## src/rtl/cmp_streak_monitor.sv

```systemverilog
// rtl/cmp_streak_monitor.sv - debounced gt-streak alarm and outcome counters for a magnitude comparator
// Counts one-hot comparator outcomes, flags malformed ones and runs the alarm FSM.
module cmp_streak_monitor #(
  parameter int THRESH  = 3,
  parameter int RELEASE = 2,
  parameter int CNT_W   = 8
) (
  input  logic             clk,
  input  logic             rst_n,
  input  logic             in_valid,
  input  logic             eq,
  input  logic             lt,
  input  logic             gt,
  input  logic             clr,
  output logic             alarm,
  output logic             alarm_rise,
  output logic [3:0]       run,
  output logic [CNT_W-1:0] eq_cnt,
  output logic [CNT_W-1:0] lt_cnt,
  output logic [CNT_W-1:0] gt_cnt,
  output logic             err
);

  typedef enum logic [1:0] {
    S_IDLE,
    S_ARMING,
    S_ALARM,
    S_RELEASING
  } state_t;

  localparam logic [4:0]       THRESH_V  = 5'(THRESH);
  localparam logic [4:0]       RELEASE_V = 5'(RELEASE);
  localparam logic [CNT_W-1:0] CNT_MAX   = '1;

  state_t           r_state;
  logic             r_alarm;
  logic             r_alarm_rise;
  logic [3:0]       r_run;
  logic [CNT_W-1:0] r_eq_cnt;
  logic [CNT_W-1:0] r_lt_cnt;
  logic [CNT_W-1:0] r_gt_cnt;
  logic             r_err;

  logic       w_onehot;
  logic       w_accept;
  logic       w_malformed;
  logic [4:0] w_run_inc;

  assign w_onehot    = ({eq, lt, gt} == 3'b100) || ({eq, lt, gt} == 3'b010) ||
                       ({eq, lt, gt} == 3'b001);
  assign w_accept    = in_valid & w_onehot;
  assign w_malformed = in_valid & ~w_onehot;
  // Widened so run+1 can be compared against thresholds up to 15 without wrap.
  assign w_run_inc   = {1'b0, r_run} + 5'd1;

  always_ff @(posedge clk) begin
    if (!rst_n) begin
      r_state      <= S_IDLE;
      r_alarm      <= 1'b0;
      r_alarm_rise <= 1'b0;
      r_run        <= '0;
      r_eq_cnt     <= '0;
      r_lt_cnt     <= '0;
      r_gt_cnt     <= '0;
      r_err        <= 1'b0;
    end else begin
      r_alarm_rise <= 1'b0;

      // clr wins over any increment or error set in the same cycle.
      if (clr) begin
        r_eq_cnt <= '0;
        r_lt_cnt <= '0;
        r_gt_cnt <= '0;
        r_err    <= 1'b0;
      end else begin
        if (w_malformed) r_err <= 1'b1;
        if (w_accept && eq && r_eq_cnt != CNT_MAX) r_eq_cnt <= r_eq_cnt + 1'b1;
        if (w_accept && lt && r_lt_cnt != CNT_MAX) r_lt_cnt <= r_lt_cnt + 1'b1;
        if (w_accept && gt && r_gt_cnt != CNT_MAX) r_gt_cnt <= r_gt_cnt + 1'b1;
      end

      if (w_accept) begin
        case (r_state)
          S_IDLE: begin
            if (gt) begin
              r_state <= S_ARMING;
              r_run   <= 4'd1;
            end else begin
              r_run   <= '0;
            end
          end
          S_ARMING: begin
            if (gt) begin
              if (w_run_inc == THRESH_V) begin
                r_state      <= S_ALARM;
                r_alarm      <= 1'b1;
                r_alarm_rise <= 1'b1;
                r_run        <= '0;
              end else begin
                r_run <= w_run_inc[3:0];
              end
            end else begin
              r_state <= S_IDLE;
              r_run   <= '0;
            end
          end
          S_ALARM: begin
            if (gt) begin
              r_run <= '0;
            end else if (RELEASE_V == 5'd1) begin
              r_state <= S_IDLE;
              r_alarm <= 1'b0;
              r_run   <= '0;
            end else begin
              r_state <= S_RELEASING;
              r_run   <= 4'd1;
            end
          end
          S_RELEASING: begin
            if (gt) begin
              r_state <= S_ALARM;
              r_run   <= '0;
            end else if (w_run_inc == RELEASE_V) begin
              r_state <= S_IDLE;
              r_alarm <= 1'b0;
              r_run   <= '0;
            end else begin
              r_run <= w_run_inc[3:0];
            end
          end
          default: begin
            r_state <= S_IDLE;
            r_alarm <= 1'b0;
            r_run   <= '0;
          end
        endcase
      end
    end
  end

  assign alarm      = r_alarm;
  assign alarm_rise = r_alarm_rise;
  assign run        = r_run;
  assign eq_cnt     = r_eq_cnt;
  assign lt_cnt     = r_lt_cnt;
  assign gt_cnt     = r_gt_cnt;
  assign err        = r_err;

endmodule

```

## config.mk

```make
export PLATFORM = sky130hd
export DESIGN_NAME = cmp_streak_monitor
export DESIGN_NICKNAME = d
export VERILOG_FILES = /design/src/rtl/cmp_streak_monitor.sv
export SDC_FILE = /design/constraint.sdc
export NUM_CORES = 1
export LEC_CHECK = 0
export BUFFER_PORTS_ARGS = -buffer_cell sky130_fd_sc_hd__clkbuf_2
export CORE_MARGIN = 2
export CORE_UTILIZATION = 57
export DETAILED_ROUTE_END_ITERATION = 8
export PLACE_DENSITY = 0.84
export SETUP_SLACK_MARGIN = 0.4
export SLEW_MARGIN = 15
export SYNTH_ARGS = -nofsm -noshare
export SYNTH_HDL_FRONTEND = slang
export SYNTH_SLANG_ARGS = --single-unit
```

## constraint.sdc

```tcl
create_clock -name clk -period 2.36 [get_ports clk]
set_clock_uncertainty 0.05 [all_clocks]
set_input_delay 0.236 -clock clk [delete_from_list [all_inputs] [get_ports clk]]
set_output_delay 0.236 -clock clk [all_outputs]
set_load 0.02 [all_outputs]
```

# Word level (Yosys, flattened, before mapping)
# Index checks and enable logic that the tools add are counted.
# classes
addsub,4
mul,0
div,0
n_lt_le_gt_ge,0
eq_ne,19
n_shift,0
n_mux,20
n_bitwise,4
n_reduce_logical,14
# ops
op,count
adder 8 x 1 -> 8 bit (second input constant),3
inequality test 8 bit (second input constant),3
2-to-1 mux 4 bit,4
one-hot mux 4 bit (4 select lines),1
2-to-1 mux 2 bit,6
inequality test 2 bit (second input constant),6
== test 5 x 2 -> 1 bit (second input constant),2
one-hot mux 2 bit (4 select lines),1
2-to-1 mux 1 bit,7
logical AND 1 bit,6
inequality test 3 bit (second input constant),2
AND reduction 6 bit,1
adder 4 x 1 -> 5 bit (second input constant),1
AND reduction 5 bit,1
== test 2 bit (second input constant),2
AND reduction 4 bit,1
== test 3 x 1 -> 1 bit (second input constant),1
== test 3 x 2 -> 1 bit (second input constant),1
== test 3 bit (second input constant),1
AND 1 bit,2
== test 2 x 1 -> 1 bit (second input constant),1
zero test 2 bit,1
logical OR 1 bit,2
NOT 1 bit,2
3 further kinds,3
# word_totals
regBits,33
latch_bits,0
mem_bits_rw,0
romBits,0
inputBits,7
out_inout_bits,31
word_cells,69
n_memories,0

# Logic depth before layout (Yosys ltp)
# Gate-level depths: netlist of the first run.
# depth
ltp_word,6
ltp_mapped,5
mapped_depth_nobuf,5

# Least setup slack after synthesis of the first run
# Ideal clock, no wire load.
# synth_timing
kind,register to register
start,"register r_run[0], in the netlist run[0]"
end,"register r_alarm, in the netlist alarm"
setup_time_ns,0.119
t_arrival_ns,1.605
t_required_ns,2.191
slack_ns,0.586
stages_incl_launch_ff,6
n_path_buf,0
synth_period_minus_slack_ns,1.774
path_cell_list,dfxtp_1 > ha_1 > and2_1 > a21oi_1 > or3_1 > o221a_1
# synth_via
elab_chain_cells,4
elab_cells_between_ends,6
classes_between,add/sub (1); eq/ne (4); reduce/logical (1)
# synth_rtl
element,line,source
start: declaration,38,logic [3:0] r_run;
start signal: assignment,100,r_run <= w_run_inc[3:0];
start signal: assignment,128,r_run <= w_run_inc[3:0];
adder 4 x 1 -> 5 bit (*),54,"assign w_run_inc = {1'b0, r_run} + 5'd1;"
"== test 5 x 2 -> 1 bit, on equally long branches","123, 94",
inequality test 2 bit (no source line),--,
AND reduction 6 bit (no source line) (*),--,
end signal: assignment,59,r_alarm <= 1'b0;
end signal: assignment,125,r_alarm <= 1'b0;
end signal: assignment,133,r_alarm <= 1'b0;
end: declaration,36,logic r_alarm;
# Every way passes the cells marked *; elsewhere a longest branch is shown, timed or not.
# A chain may end at the register's enable or synchronous reset.

# Final worst setup path of the first run
# Ends and elaborated chain as after synthesis.

==> impl_metrics.env, run 1 <==
export IMPL_status="completed"
export IMPL_cts_htree_levels=2
export IMPL_crit_arrival_ns=1.98
export IMPL_start_util=0.582
export IMPL_path_clk_slew_ns=0.10
export IMPL_ant_nets=0
export IMPL_worstHoldPathType="input pin to flip-flop"
export IMPL_use_met1=0.280
export IMPL_power_density_nw_per_um2=535
export IMPL_period_share=0.754
export IMPL_synth_xor_xnor_area_share=0.0708
export IMPL_clkSinkCount=33
export IMPL_ys_types=44
export IMPL_gp_congestion=0.942
export IMPL_dp_cells=257
export IMPL_drt_total_wl_um=3540
export IMPL_vias=1549
export IMPL_synth_fp_nets=205
export IMPL_clockBufferDepth=2
export IMPL_fin_tns_setup_ns=0
export IMPL_yosysTopAreaCell="dfxtp_1"
export IMPL_setup_viol=0
export IMPL_r2r_cells=5
export IMPL_cp_data_required_time_ns=2.56
export IMPL_antenna_found_initial=0
export IMPL_rsz0062_at_grt="false"
export IMPL_drc=0
export IMPL_ctsRootBufferMaster="clkbuf_4"
export IMPL_synth_top_family_by_area="simple AND/OR/NAND/NOR gates"
export IMPL_area_growth_pct=16.5
export IMPL_dpl_cell_area_um2=1930
export IMPL_diodes=0
export IMPL_drt_iter0_markers=54
export IMPL_routedWlPerCell_um=13.4
export IMPL_critPathMaxFanout=9
export IMPL_synth_warnings=0
export IMPL_finalNonFillerCells=265
export IMPL_drv_slew=0
export IMPL_die_x_um=59.1
export IMPL_grt_pass1_wl_um=5870
export IMPL_avgSynthCellArea_um2=9.03
export IMPL_die_area_um2=3500
export IMPL_p_leak_nw=0.864
export IMPL_rows=20
export IMPL_layout_drive_gt1_share=0.246
export IMPL_clock_latency_ns=0.35
export IMPL_path_class="flip-flop to flip-flop"
export IMPL_synth_edf_count=0
export IMPL_synth_most_common_cell="dfxtp_1"
export IMPL_synth_top_area_share=0.381
export IMPL_worst_slew_pin_slew_ns=0.497
export IMPL_yosys_mux_area_fraction=0.0419
export IMPL_grt_overflow_total=0
export IMPL_end_kind="flip-flop"
export IMPL_yosysSeqAreaShare=0.381
export IMPL_yosys_top_cells_area="dfxtp_1, xor2_1, nor2_1"
export IMPL_dp_hpwl_um=2510
export IMPL_synthSimpleGateAreaFrac=0.264
export IMPL_io_buffers=37
export IMPL_grt_max_degree=15
export IMPL_place_worst_setup_slack_ns=0.598
export IMPL_die_h_um=59.1
export IMPL_track_usage=0.223
export IMPL_synthArstFlopShare=0
export IMPL_post_cts_buffers=0
export IMPL_cts_resized=0
export IMPL_postLayoutCellArea_um2=2020
export IMPL_grt_util_met3=0.0764
export IMPL_io_pins=38
export IMPL_tritoncts="yes"
export IMPL_top_usage_layer="met2"
export IMPL_holdWs_ns=0.176
export IMPL_viasPerCell=5.85
export IMPL_grt_pass1_vias=1348
export IMPL_slew_headroom=0.669
export IMPL_finish_utilization=0.678
export IMPL_numCtsBuffers=5
export IMPL_hold_viol_final=0
export IMPL_core_area_um2=2980
export IMPL_fmax_mhz=562
export IMPL_cts_hold_buf=0
export IMPL_synth_common_cells="dfxtp_1, nor2_1, nand2_1, xor2_1, o21ai_0"
export IMPL_drv_cap=0
export IMPL_min_delay_path_depth=3
export IMPL_ir_drop_mv=0.513
export IMPL_cp_start_kind="flip-flop"
export IMPL_final_nets=244
export IMPL_ys_seq_elements=33
export IMPL_synth_fa_ha_area_frac=0.0433
export IMPL_total_power_mw=1.08
export IMPL_worst_slack_ns=0.581
export IMPL_synth_compound_area_frac=0.169
export IMPL_first_pass_iters=4
export IMPL_period_minus_slack_ns=1.78
export IMPL_ys_flop_type="dfxtp_1"
export IMPL_synth_cells=192
export IMPL_met2_usage=0.348
export IMPL_syn_area_um2=1730
cells in the final DEF, fill, tap and decap left out, drive strengths merged, types with 2 or more instances in the layout:
| master | count |
|---|---|
| clkbuf | 44 |
| dfxtp | 33 |
| nor2 | 25 |
| xor2 | 13 |
| nand2 | 13 |
| o21ai | 12 |
| o211ai | 8 |
| nand3 | 6 |
| and3 | 6 |
| ha | 6 |
| inv | 5 |
| mux2i | 5 |
| or4 | 5 |
| a21oi | 5 |
| and2 | 5 |
| nand4 | 4 |
| o31ai | 3 |
| or3 | 3 |
| o2111ai | 3 |
| and4bb | 3 |
| and3b | 2 |
| a32o | 2 |
| nand4b | 2 |
| nor4 | 2 |
| mux2 | 2 |
flip-flops by register name, indices dropped and copies added, names as in the netlist, named ones only:
| register | count |
|---|---|
| eq_cnt | 8 |
| r_state | 1 |
| err | 1 |
| alarm | 1 |
| lt_cnt | 8 |
| run | 4 |
| alarm_rise | 1 |
| gt_cnt | 8 |
cell families (layout without fill, tap and decap cells):
| kind of cell | Yosys count | in the layout |
|---|---|---|
| simple gates | 81 | 81 |
| flops | 33 | 33 |
| compound gates | 40 | 40 |
| xor+xnor | 14 | 14 |
| fa+ha+maj | 6 | 6 |
| buf+inv | 11 | 51 |
| mux | 7 | 7 |
final timing paths:
| kind | startpoint | to | slack [ns] |
|---|---|---|---|
| hold reg to reg | err | err | 0.46 |
| hold / removal | in_valid | err | 0.18 |
| setup reg to reg | run[0] | alarm | 0.58 |
| setup / recovery | run[0] | alarm | 0.58 |
cell type report:
type	count	area, µm²
tap	33	41.3
multi-input combinational	148	1020
sequential	33	661
clock buffer	7	55.1
timing repair buffer	38	193
inverter	5	18.8
fill	259	958
clock inverter	1	30.0
report_power, final:
group	switching (mW)	internal [mW]	leakage, nW	total, mW
logic	0.0408	0.0242	0.552	0.0650
registers	0.00573	0.560	0.266	0.566
clock network	0.197	0.253	0.0455	0.450
total	0.244	0.837	0.864	1.08
metal layers:
layer / up-vias / wire length (µm)
met5: - / 0
met1: 716 / 1670
met4: 0 / 59
met2: 40 / 1640
li1: 787 / -
met3: 6 / 174
worst max-delay path, stage by stage (launching register included):
cell	delay [ns]
dfxtp_1	0.49
ha_1	0.24
and2_1	0.13
a21oi_1	0.14
or3_1	0.39
o221a_1	0.24
Note: power is estimated with default switching activity, not from simulation.
==> run 2: changes to the inputs <==
--- a/config.mk
+++ b/config.mk
@@ -7,9 +7,9 @@
 export LEC_CHECK = 0
 export BUFFER_PORTS_ARGS = -buffer_cell sky130_fd_sc_hd__clkbuf_2
 export CORE_MARGIN = 2
-export CORE_UTILIZATION = 57
+export CORE_UTILIZATION = 53
 export DETAILED_ROUTE_END_ITERATION = 8
-export PLACE_DENSITY = 0.84
+export PLACE_DENSITY = 0.79
 export SETUP_SLACK_MARGIN = 0.4
 export SLEW_MARGIN = 15
 export SYNTH_ARGS = -nofsm -noshare
==> constraint.sdc (replaced) <==
create_clock -name clk -period 1.85 [get_ports clk]
set_clock_uncertainty 0.05 [all_clocks]
set_input_delay 0.185 -clock clk [delete_from_list [all_inputs] [get_ports clk]]
set_output_delay 0.185 -clock clk [all_outputs]
set_load 0.02 [all_outputs]
==> impl_metrics.env, run 2 (same netlist as run 1, synthesis figures left out) <==
export IMPL_final_cell_mix="clkbuf_2, nor2_1, dfxtp_2"
export IMPL_track_usage=0.200
export IMPL_power_density_nw_per_um2=528
export IMPL_grt_overflow_total=0
export IMPL_tritoncts="yes"
export IMPL_rsz0062_at_grt="true"
export IMPL_period_minus_slack_ns=1.46
export IMPL_fmax_mhz=684
export IMPL_cp_start_kind="flip-flop"
export IMPL_final_nets=253
export IMPL_grt_pass1_wl_um=5600
export IMPL_ctsRootBufferMaster="clkbuf_4"
export IMPL_gp_congestion=0.881
export IMPL_viasPerCell=5.58
export IMPL_die_area_um2=3740
export IMPL_worst_slew_pin_slew_ns=0.378
export IMPL_layout_drive_gt1_share=0.407
export IMPL_drt_iter0_markers=82
export IMPL_path_clk_slew_ns=0.11
export IMPL_cts_htree_levels=2
export IMPL_start_util=0.563
export IMPL_rows=20
export IMPL_ir_drop_mv=0.454
export IMPL_finalNonFillerCells=285
export IMPL_ant_nets=0
export IMPL_cts_hold_buf=0
export IMPL_setup_viol=0
export IMPL_total_power_mw=1.20
export IMPL_slew_headroom=0.748
export IMPL_postLayoutCellArea_um2=2270
export IMPL_clock_latency_ns=0.33
export IMPL_grt_pass1_vias=1314
export IMPL_p_leak_nw=0.886
export IMPL_worstHoldPathType="input pin to flip-flop"
export IMPL_period_share=0.790
export IMPL_drv_cap=0
export IMPL_holdWs_ns=0.151
export IMPL_dpl_cell_area_um2=2020
export IMPL_clkSinkCount=33
export IMPL_mostFrequentLayoutCell="clkbuf_2"
export IMPL_diodes=0
export IMPL_numCtsBuffers=5
export IMPL_end_kind="flip-flop"
export IMPL_routedWlPerCell_um=12.8
export IMPL_io_pins=38
export IMPL_drc=0
export IMPL_die_x_um=61.2
export IMPL_die_h_um=61.2
export IMPL_dp_hpwl_um=2390
export IMPL_vias=1590
export IMPL_dp_cells=268
export IMPL_drv_slew=0
export IMPL_cp_data_required_time_ns=2.02
export IMPL_first_pass_iters=4
export IMPL_clockBufferDepth=2
export IMPL_drt_total_wl_um=3650
export IMPL_area_growth_pct=30.8
export IMPL_io_buffers=37
export IMPL_critPathMaxFanout=6
export IMPL_antenna_found_initial=0
export IMPL_core_area_um2=3080
export IMPL_status="completed"
export IMPL_fin_tns_setup_ns=0
export IMPL_crit_arrival_ns=1.63
export IMPL_path_class="flip-flop to flip-flop"
export IMPL_grt_max_degree=27
export IMPL_hold_viol_final=0
run 2: changes by cell type in the layout (fill, tap and decap cells not counted), sizes merged:
cell,previous run,this run
bufinv,1,0
clkinv,0,2
clkbuf,44,43
buf,1,10
run 2: repair_timing:
action,CTS,global route
setup buffers,3,6
gates resized for setup,3,21
setup endpoints to repair,5,21
gates cloned,0,0
pin swaps,3,9
run 2: path summary, 6_finish.rpt:
path | from | endpoint | slack, ns | depth (start not counted)
setup / recovery | run[0] | alarm | 0.39 | 5
hold reg to reg | eq_cnt[5] | eq_cnt[5] | 0.44 | 2
setup reg to reg | run[0] | alarm | 0.39 | 5
hold / removal | in_valid | err | 0.15 | 3
run 2: final cells by class:
cell class,count,area [µm²]
multi-input combinational,148,1170
clock buffer,6,41.3
tap,44,55.1
clock inverter,2,10.0
sequential,33,694
timing repair buffer,47,273
inverter,5,18.8
fill,238,812
run 2: power by group:
group          total [mW]  switching, mW  internal, mW
Clock               0.382          0.237         0.145
Sequential          0.718        0.00677         0.711
Combinational      0.0970         0.0567        0.0402
run 2: per-layer routing:
metal  vias up  track usage  routed length, µm
li1        807            -                  -
met1       738        0.265               1670
met2        39        0.315               1770
met3         6       0.0567                165
met4         0       0.0652                 42
met5         -            0                  0
run 2: worst max-delay path, stage by stage (launching register included):
cell and delay, ns:
dfxtp_4 0.39, ha_4 0.15, and2_4 0.15, a21oi_4 0.06
or3_1 0.30, o221a_1 0.24
run 2: through the flow:
stage | setup slack [ns] | util
finish | 0.388 | 0.736
global route | 0.335 | 0.736
CTS | 0.391 | 0.684
detailed placement | 0.323 | 0.657
global placement | 0.374 | 0.657
floorplan | 0.400 | -
==> run 3: changes to the inputs <==
==> constraint.sdc (replaced) <==
create_clock -name clk -period 1.5 [get_ports clk]
set_clock_uncertainty 0.05 [all_clocks]
set_input_delay 0.15 -clock clk [delete_from_list [all_inputs] [get_ports clk]]
set_output_delay 0.15 -clock clk [all_outputs]
set_load 0.02 [all_outputs]
==> impl_metrics.env, run 3 <==
export IMPL_yosys_top_cells_area="dfxtp_1, xor2_1, nor2_1"
export IMPL_ys_flop_type="dfxtp_1"
export IMPL_synth_cells=192
export IMPL_gp_congestion=0.832
export IMPL_synth_fp_nets=205
export IMPL_haltStage="global routing (5_1_grt)"
export IMPL_yosysSeqAreaShare=0.381
export IMPL_avgSynthCellArea_um2=9.03
export IMPL_endpoint_type="register input"
export IMPL_synthArstFlopShare=0
export IMPL_ctsRootBufferMaster="clkbuf_4"
export IMPL_synth_common_cells="dfxtp_1, nor2_1, nand2_1, xor2_1, o21ai_0"
export IMPL_ys_types=44
export IMPL_ys_seq_elements=33
export IMPL_synth_top_area_share=0.381
export IMPL_numCtsBuffers=5
export IMPL_cts_htree_levels=2
export IMPL_start_util=0.563
export IMPL_status="stopped before the end"
export IMPL_dp_hpwl_um=3020
export IMPL_synth_warnings=0
export IMPL_clockBufferDepth=2
export IMPL_io_pins=38
export IMPL_syn_area_um2=1730
export IMPL_error="[ERROR DPL-0038] Utilization greater than 100%, impossible to legalize"
export IMPL_crit_endpoint="alarm$_SDFFE_PN0P_/D"
export IMPL_grt_max_degree=12
export IMPL_die_x_um=61.2
export IMPL_die_h_um=61.2
export IMPL_clkSinkCount=33
export IMPL_synth_most_common_cell="dfxtp_1"
export IMPL_rows=20
export IMPL_yosysTopAreaCell="dfxtp_1"
export IMPL_synth_edf_count=0
export IMPL_io_buffers=37
==> run 3: cell counts after synthesis <==
No cell type changed its count.
==> run 3: cells by family after synthesis <==
kind of cell             share of synthesized area
AND/OR/NAND/NOR                              0.264
multiplexers                                0.0419
adder cells (fa/ha/maj)                     0.0433
buffers and inverters                       0.0296
flip-flops                                   0.381
AO/OA/AOI/OAI                                0.169
XOR/XNOR                                    0.0708
==> run 3: metrics by stage <==
stage,hold slack (ns),setup WS [ns],instance area [µm²],util,cells
after CTS,0.0886,0.0537,2890,0.939,315
after detailed placement,0.414,0.0188,2250,0.730,276
after global placement,0.408,0.0678,2250,0.730,276
after floorplan,0.241,0.0512,1980,-,192
==> run 3: repair_timing <==
action                     4_1_cts
buffers inserted                31
hold buffers                     0
resized for setup               74
pin swaps                       26
setup endpoints to repair       54
==> run 4: changes to the inputs <==
--- a/config.mk
+++ b/config.mk
@@ -7,10 +7,9 @@
 export LEC_CHECK = 0
 export BUFFER_PORTS_ARGS = -buffer_cell sky130_fd_sc_hd__clkbuf_2
 export CORE_MARGIN = 2
-export CORE_UTILIZATION = 53
+export CORE_UTILIZATION = 40
 export DETAILED_ROUTE_END_ITERATION = 8
-export PLACE_DENSITY = 0.79
-export SETUP_SLACK_MARGIN = 0.4
+export PLACE_DENSITY_LB_ADDON = 0.15
 export SLEW_MARGIN = 15
 export SYNTH_ARGS = -nofsm -noshare
 export SYNTH_HDL_FRONTEND = slang
==> impl_metrics.env, run 4 (same netlist as run 1, synthesis figures left out) <==
export IMPL_internal_power_mw=1.31
export IMPL_drv_slew=0
export IMPL_min_delay_path_depth=3
export IMPL_power_frac_clock=0.406
export IMPL_core_area_um2=4090
export IMPL_p_switching_mw=0.398
export IMPL_track_usage=0.169
export IMPL_slew_headroom=0.763
export IMPL_area_growth_pct=36.6
export IMPL_nFillCells=376
export IMPL_viasPerCell=5.24
export IMPL_ant_nets=0
export IMPL_ctsRootBufferMaster="clkbuf_8"
export IMPL_drc=0
export IMPL_dp_hpwl_um=2970
export IMPL_holdWs_ns=0.174
export IMPL_timing_rr_end="alarm"
export IMPL_die_h_um=69.8
export IMPL_drv_cap=0
export IMPL_finish_utilization=0.579
export IMPL_status="complete, but fails checks"
export IMPL_final_cell_mix="clkbuf_2, buf_4, nor2_1, dfxtp_1, xor2_1"
export IMPL_worstHoldPathType="input pin to flip-flop"
export IMPL_path_class="flip-flop to flip-flop"
export IMPL_io_pins=38
export IMPL_grt_overflow_total=0
export IMPL_drt_total_wl_um=3950
export IMPL_period_minus_slack_ns=1.52
export IMPL_diodes=0
export IMPL_cts_htree_levels=2
export IMPL_r2r_cells=5
export IMPL_die_x_um=69.8
export IMPL_worst_slew_pin_slew_ns=0.353
export IMPL_critPathMaxFanout=6
export IMPL_die_area_um2=4870
export IMPL_hold_viol_final=0
export IMPL_vias=1630
export IMPL_setup_viol=1
export IMPL_routedWlPerCell_um=12.7
export IMPL_worst_slack_ns=-0.0232
export IMPL_period_share=1.02
export IMPL_power_density_nw_per_um2=722
export IMPL_cts_hold_buf=0
export IMPL_start_util=0.424
export IMPL_fmax_mhz=657
export IMPL_comb_power_share=0.077
export IMPL_final_nets=273
export IMPL_tritoncts="yes"
export IMPL_place_worst_setup_slack_ns=-0.0458
export IMPL_ir_drop_mv=0.536
export IMPL_timing_rr_start="run[1]"
export IMPL_cp_data_required_time_ns=1.62
export IMPL_p_leak_nw=1.01
export IMPL_reg2reg_slack_ns=-0.02
export IMPL_worstHoldEndpoint="err"
export IMPL_clockBufferDepth=2
export IMPL_first_pass_iters=4
export IMPL_drt_iter0_markers=35
export IMPL_rsz0062_at_grt="true"
export IMPL_rows=23
export IMPL_gp_congestion=0.749
export IMPL_io_buffers=37
export IMPL_layout_drive_gt1_share=0.410
export IMPL_grt_max_degree=13
export IMPL_seqPwrFrac=0.518
export IMPL_numCtsBuffers=5
export IMPL_min_from="in_valid"
export IMPL_p_sw_frac=0.233
export IMPL_clock_latency_ns=0.29
export IMPL_grt_pass1_vias=1542
export IMPL_grt_pass1_wl_um=6670
export IMPL_cp_start_kind="flip-flop"
export IMPL_antenna_found_initial=0
export IMPL_end_kind="flip-flop"
export IMPL_path_clk_slew_ns=0.07
export IMPL_violations="negative setup slack"
export IMPL_crit_arrival_ns=1.65
export IMPL_clkSinkCount=33
export IMPL_mostFrequentLayoutCell="clkbuf_2"
## run 4: worst max-delay path by stage
stage	slack [ns]	start	depth (start not counted)	endpoint
6_report	-0.02	run[1]	5	alarm
5_1_grt	-0.06	run[1]	5	alarm
4_1_cts	0.005	run[1]	6	alarm
3_5_place_dp	-0.05	run[0]	5	alarm
3_3_place_gp	-0.004	run[0]	5	alarm
2_1_floorplan	-0.05	run[0]	5	alarm
## run 4: cell type report
class | instances | area [µm²] | share of cell area
flip-flops and latches | 33 | 677 | 0.286
clock buffers | 8 | 90.1 | 0.0381
well taps | 50 | 62.6 | 0.0264
inverters | 5 | 18.8 | 0.00793
repair buffers | 67 | 414 | 0.175
multi-input cells | 148 | 1100 | 0.467
## run 4: critical path: stages, from the launching register on
cell	delay, ns
dfxtp_4	0.36
ha_4	0.14
and2_4	0.15
a21oi_4	0.07
or3_1	0.38
o221a_1	0.26
## run 4: through the flow
step                      instances  total power [mW]  TNS [ns]  area (µm²)
final                           311              1.71   -0.0232        2370
after global routing            311              1.79    -0.116        2370
after global placement          302              1.03  -0.00392        2200
after CTS                       310              1.73         0        2300
after detailed placement        302              1.03   -0.0793        2200
after floorplan                 192             0.981   -0.0451        1760
## run 4: what timing repair did
| action | CTS | global route |
|---|---|---|
| pin swaps | 0 | 8 |
| endpoints found under the setup margin | 3 | 13 |
| resized for setup | 4 | 13 |
| cloned | 0 | 0 |
| buffers inserted | 0 | 1 |
## run 4: layer usage
metal  track usage  part of all wire  vias up
li1              -                 -      841
met1         0.199              0.47      751
met2         0.290              0.48       33
met3        0.0480             0.042        5
met4        0.0598             0.013        0
met5             0                 0        -
## run 4: power groups by stage
stage	clock network, mW	registers, mW	logic [mW]
final	0.693	0.884	0.131
after global routing	0.756	0.885	0.147
after CTS	0.718	0.884	0.128
after detailed placement	0	0.904	0.128
after global placement	0	0.904	0.128
after floorplan	0	0.914	0.0673
